===== src/rtl/sqrt_pkg.sv =====
// Shared types and constants for the square-root dispatch front end.
package sqrt_pkg;

  localparam int DATA_W      = 8;
  localparam int DEF_DEPTH   = 4;
  localparam int DEF_TIMEOUT = 15;

  typedef enum logic {
    IDLE,
    WAIT
  } state_t;

endpackage


===== src/rtl/sync_fifo.sv =====
// Single-clock in-order FIFO with occupancy count; pointers wrap modulo DEPTH.
module sync_fifo #(
  parameter  int WIDTH = 8,
  parameter  int DEPTH = 4,
  localparam int AW    = $clog2(DEPTH),
  localparam int LW    = AW + 1
) (
  input  logic             clock,
  input  logic             reset,
  input  logic             push,
  input  logic             pop,
  input  logic [WIDTH-1:0] wdata,
  output logic [WIDTH-1:0] head,
  output logic [LW-1:0]    level,
  output logic             full,
  output logic             empty
);

  logic [WIDTH-1:0] mem [DEPTH];
  logic [AW-1:0]    wr_ptr;
  logic [AW-1:0]    rd_ptr;

  always_ff @(posedge clock or negedge reset) begin
    if (!reset) begin
      wr_ptr <= '0;
      rd_ptr <= '0;
      level  <= '0;
    end else begin
      if (push) wr_ptr <= wr_ptr + 1'b1;
      if (pop)  rd_ptr <= rd_ptr + 1'b1;
      if (push && !pop)      level <= level + 1'b1;
      else if (pop && !push) level <= level - 1'b1;
    end
  end

  // Storage needs no reset: an empty FIFO never exposes stale entries.
  always_ff @(posedge clock) begin
    if (push) mem[wr_ptr] <= wdata;
  end

  assign head  = mem[rd_ptr];
  assign full  = (level == LW'(DEPTH));
  assign empty = (level == '0);

endmodule


===== src/rtl/sqrt_dispatch.sv =====
// Buffers operands, issues them one at a time to the root unit, and returns
// each root with its operand; a watchdog turns a silent root unit into an error result.
module sqrt_dispatch
  import sqrt_pkg::*;
#(
  parameter  int DEPTH   = DEF_DEPTH,
  parameter  int TIMEOUT = DEF_TIMEOUT,
  localparam int LW      = $clog2(DEPTH) + 1,
  localparam int CW      = $clog2(TIMEOUT + 1)
) (
  input  logic              clock,
  input  logic              reset,
  input  logic              in_valid,
  output logic              in_ready,
  input  logic [DATA_W-1:0] in_data,
  output logic              sqrt_start,
  output logic [DATA_W-1:0] sqrt_x,
  input  logic              sqrt_done,
  input  logic [DATA_W-1:0] sqrt_y,
  output logic              out_valid,
  input  logic              out_ready,
  output logic [DATA_W-1:0] out_x,
  output logic [DATA_W-1:0] out_data,
  output logic              out_err,
  output logic [LW-1:0]     level
);

  state_t            state;
  state_t            next_state;
  logic [CW-1:0]     wait_cnt;
  logic [DATA_W-1:0] head;
  logic              full;
  logic              empty;
  logic              push;
  logic              issue;
  logic              load;
  logic              load_err;

  // Held low while in reset so upstream cannot push into a FIFO being cleared.
  assign in_ready = reset && !full;
  assign push     = in_valid && in_ready;

  sync_fifo #(
    .WIDTH (DATA_W),
    .DEPTH (DEPTH)
  ) u_fifo (
    .clock (clock),
    .reset (reset),
    .push  (push),
    .pop   (issue),
    .wdata (in_data),
    .head  (head),
    .level (level),
    .full  (full),
    .empty (empty)
  );

  // Issuing only into a free output slot guarantees a done pulse always has a home.
  always_comb begin
    next_state = state;
    issue      = 1'b0;
    load       = 1'b0;
    load_err   = 1'b0;
    case (state)
      IDLE: begin
        if (!empty && (!out_valid || out_ready)) begin
          issue      = 1'b1;
          next_state = WAIT;
        end
      end
      WAIT: begin
        if (sqrt_done) begin
          load       = 1'b1;
          next_state = IDLE;
        end else if (wait_cnt == CW'(TIMEOUT)) begin
          load       = 1'b1;
          load_err   = 1'b1;
          next_state = IDLE;
        end
      end
      default: next_state = IDLE;
    endcase
  end

  always_ff @(posedge clock or negedge reset) begin
    if (!reset) begin
      state      <= IDLE;
      sqrt_start <= 1'b0;
      sqrt_x     <= '0;
      wait_cnt   <= '0;
      out_valid  <= 1'b0;
      out_x      <= '0;
      out_data   <= '0;
      out_err    <= 1'b0;
    end else begin
      state      <= next_state;
      sqrt_start <= issue;
      if (issue) begin
        sqrt_x   <= head;
        wait_cnt <= '0;
      end else if (state == WAIT && !load) begin
        wait_cnt <= wait_cnt + 1'b1;
      end
      // A fresh result takes priority over clearing the accepted one.
      if (load) begin
        out_valid <= 1'b1;
        out_x     <= sqrt_x;
        out_data  <= load_err ? '0 : sqrt_y;
        out_err   <= load_err;
      end else if (out_valid && out_ready) begin
        out_valid <= 1'b0;
      end
    end
  end

endmodule


===== config.mk =====
export PLATFORM = sky130hd
export DESIGN_NAME = sqrt_dispatch
export DESIGN_NICKNAME = d
export VERILOG_FILES = /design/src/rtl/sqrt_pkg.sv /design/src/rtl/sync_fifo.sv /design/src/rtl/sqrt_dispatch.sv
export SDC_FILE = /design/constraint.sdc
export NUM_CORES = 1
export LEC_CHECK = 0
export CAP_MARGIN = 20
export CORE_ASPECT_RATIO = 1.2
export CORE_UTILIZATION = 35
export CTS_BUF_LIST = sky130_fd_sc_hd__clkbuf_4
export DETAILED_ROUTE_END_ITERATION = 10
export GPL_TIMING_DRIVEN = 0
export PLACE_DENSITY = 0.68
export SETUP_SLACK_MARGIN = 0.1
export SLEW_MARGIN = 20
export SYNTH_ARGS = -nofsm -noshare
export SYNTH_HDL_FRONTEND = slang
export SYNTH_SLANG_ARGS = --single-unit

===== constraint.sdc =====
create_clock -name clock -period 5.2 [get_ports clock]
set_input_delay 1.04 -clock clock [delete_from_list [all_inputs] [get_ports clock]]
set_output_delay 1.04 -clock clock [all_outputs]
set_load 0.02 [all_outputs]

==> flow_metrics.env <==
export IMPL_outcome="complete, but fails checks"
export IMPL_violations="DRC"
export IMPL_met3_length_um=185
export IMPL_dr_pass1_iters=7
export IMPL_avgSynthCellArea_um2=17.8
export IMPL_cp_start_kind="primary input"
export IMPL_slew_viol_final=0
export IMPL_cp_data_arrival_time_ps=2160
export IMPL_critPathKind="in2out"
export IMPL_io_pins=52
export IMPL_area_delta_synth_final_pct=27.9
export IMPL_wl_per_cell_um=14.3
export IMPL_wl_met1_mm=2.06
export IMPL_finalPower_mw=2.18
export IMPL_grt_pass1_vias=1552
export IMPL_ir_drop_mv=0.157
export IMPL_ctsHoldBuffers=0
export IMPL_core_um2=7790
export IMPL_post_cts_resized=0
export IMPL_htree_levels=3
export IMPL_yosys_area_top_type="dfrtp_1"
export IMPL_p_sw_mw=0.709
export IMPL_cp_end_kind="output pin"
export IMPL_hold_viol=0
export IMPL_synth_edff_count=32
export IMPL_crit_path_max_incr_delay_ps=590
export IMPL_r2r_start="u_fifo.level[0]"
export IMPL_clk_path_buf_depth=2
export IMPL_rsz0062_at_grt="no"
export IMPL_critical_path_startpoint="reset"
export IMPL_worst_path_buf_inv=2
export IMPL_final_setup_tns_ps=0
export IMPL_highest_signal_layer="met4"
export IMPL_reg2regPathDepth=9
export IMPL_relSlewSlack=0.645
export IMPL_r2r_slack_ps=2980
export IMPL_antenna_left=0
export IMPL_initial_utilization=0.367
export IMPL_drive_above_1_share=0.218
export IMPL_drc_errors=5
export IMPL_viasPerCell=4.71
export IMPL_swShare=0.325
export IMPL_fin_skew_ps=10.9
export IMPL_synth_top_area_frac=0.341
export IMPL_grt_max_degree=27
export IMPL_clockRootBuffer="clkbuf_4"
export IMPL_synth_area_top_cells="dfrtp_1 (34%), edfxtp_1 (34%), mux4_2 (6.3%), mux2_4 (4.2%), mux2_2 (3.1%)"
export IMPL_gp_congestion=0.748
export IMPL_die_width_um=84.5
export IMPL_hold_class="reg2reg"
export IMPL_endpoint="in_ready"
export IMPL_cp_cell_sequence="buf_2 > o31a_2 > clkdlybuf4s50_1"
export IMPL_cts_clk_slew_worst_paths_ps=100
export IMPL_synth_area_um2=2860
export IMPL_cp_depth=3
export IMPL_grt_pass1_wl_mm=7.70
export IMPL_maxCapViolations=0
export IMPL_fmax_ghz=0.312
export IMPL_nets=252
export IMPL_dpl_hpwl_mm=3.29
export IMPL_ys_ff_latch=71
export IMPL_postCtsSetupRepairBufs=0
export IMPL_numCtsBuffers=9
export IMPL_async_flop_share=0.549
export IMPL_slowest_stage="clkdlybuf4s50_1"
export IMPL_yosys_warnings=0
export IMPL_n_antenna_cell=0
export IMPL_critical_path_required_ps=4160
export IMPL_ys_seq_area_frac=0.677
export IMPL_rows=35
export IMPL_track_usage=0.120
export IMPL_yosys_most_used_dff="dfrtp_1"
export IMPL_worstSkewPairLatency_ps=380
export IMPL_drt_wl_total_mm=4.59
export IMPL_synth_cell_types=37
export IMPL_drtIter0Drc=46
export IMPL_setup_violations=0
export IMPL_place_port_buffers=51
export IMPL_period_needed_ps=3200
export IMPL_clkPwrFrac=0.173
export IMPL_grt_overflow=0
export IMPL_r2r_end="u_fifo.level[2]"
export IMPL_syn_nets=189
export IMPL_pwr_share_seq=0.400
export IMPL_die_area_um2=8540
export IMPL_p_comb_frac=0.427
export IMPL_tightest_slew_ps=533
export IMPL_fp_dieH_um=101
export IMPL_synthCells=161
export IMPL_crit_family="buffers and inverters"
export IMPL_cp_max_fo=16
export IMPL_cts_sinks=71
export IMPL_vias=1513
export IMPL_powerDensity_nw_per_um2=597
export IMPL_p_leak_nw=1.46
export IMPL_p_int_mw=1.47
export IMPL_finalCritPeriodShare=0.616
export IMPL_antenna_found_initial=0
export IMPL_cts_tree="yes"
export IMPL_dr_wl_met2_mm=2.31
==> layer usage <==
| layer | up-vias | track usage |
|---|---|---|
| li1 | 731 | - |
| met1 | 741 | 0.142 |
| met2 | 37 | 0.203 |
| met3 | 4 | 0.0352 |
| met4 | 0 | 0.0508 |
| met5 | - | 0 |
==> cell usage after synthesis, types with 3 or more instances <==
library cell and count:
inv_1 5, dfrtp_1 39, mux2_4 8, mux2i_1 3, and2_1 5, mux4_2 8, ha_1 6, edfxtp_1 32
nand3_1 3, a22o_1 8, mux2_2 8, xnor2_1 4
==> per-stage QoR <==
stage           util  std cells  worst slack (ps)  cell area, µm²  hold slack [ps]
2_1_floorplan      -        161              2610            2860              461
3_3_place_gp   0.447        304               399            3490              474
3_5_place_dp   0.449        305              1970            3500              492
4_1_cts        0.469        321              1960            3660              507
5_1_grt        0.469        321              1910            3660              527
6_report       0.469        321              2000            3660              504
==> worst reg2reg max path, stage by stage, from the launching register on <==
cell and delay [ps]:
dfrtp_1 480, nor3_2 350, or3_1 180, buf_6 140, ha_1 190, inv_1 60
fa_1 370, xor2_1 150, nor2_1 110, xnor2_1 120
==> power groups by stage <==
stage	clock [mW]	combinational, mW	sequential (mW)
after floorplan	0	0.463	1.01
after global placement	0	0.931	0.880
after detailed placement	0	0.946	0.888
after CTS	0.390	0.949	0.877
after global routing	0.414	1.01	0.898
final	0.377	0.933	0.872
==> sequential cells by signal, indices dropped and copies added, names as in the netlist, 2 cells and up <==
name           flops
u_fifo.wr_ptr      2
out_x              8
u_fifo.level       3
wait_cnt           4
out_data           8
u_fifo.mem        32
u_fifo.rd_ptr      2
sqrt_x             8
==> kinds of logic after synthesis <==
logic type,count (synthesis),share of synthesized area
DFF,71,0.677
muxes,29,0.155
and+or+nand+nor,19,0.0398
AOI/OAI and AO/OA,17,0.0516
buffers and inverters,12,0.0249
adders and majority gates,7,0.0332
xor gates and xnor gates,6,0.0184
==> cell type report <==
type                    count  area, µm²
multi-input cells          78        852
clock inverters             5       73.8
inverters                   6       35.0
repair buffers             52        526
fillers                   683       4140
well taps                  92        115
plain buffers               6       36.3
clock buffers              11       82.6
flip-flops and latches     71       1940
==> placed cells by master, fill, tap and decap left out, types with 2 or more instances in the layout <==
| cell type | n |
|---|---|
| edfxtp_1 | 32 |
| ha_1 | 6 |
| inv_1 | 5 |
| mux4_2 | 8 |
| bufinv_16 | 2 |
| a22o_1 | 8 |
| mux2_1 | 2 |
| clkbuf_4 | 11 |
| clkdlybuf4s50_1 | 50 |
| mux2i_1 | 3 |
| buf_2 | 3 |
| xnor2_1 | 4 |
| and2_1 | 5 |
| nand2b_1 | 2 |
| nand3_1 | 3 |
| xor2_1 | 2 |
| nor2_1 | 2 |
| mux2_4 | 8 |
| clkinv_2 | 2 |
| o31ai_1 | 2 |
| dfrtp_1 | 39 |
| and3_1 | 2 |
| mux2_2 | 8 |
==> worst min-delay path by stage <==
stage	startpoint	end	slack, ps	depth (start not counted)
floorplan	wait_cnt[3]	wait_cnt[3]	460	1
global placement	out_x[6]	out_x[6]	470	1
detailed placement	wait_cnt[3]	wait_cnt[3]	490	1
CTS	wait_cnt[3]	wait_cnt[3]	510	1
global route	reset	out_err	530	1
finish	wait_cnt[3]	wait_cnt[3]	500	1
Note: power is estimated with default switching activity, not from simulation.
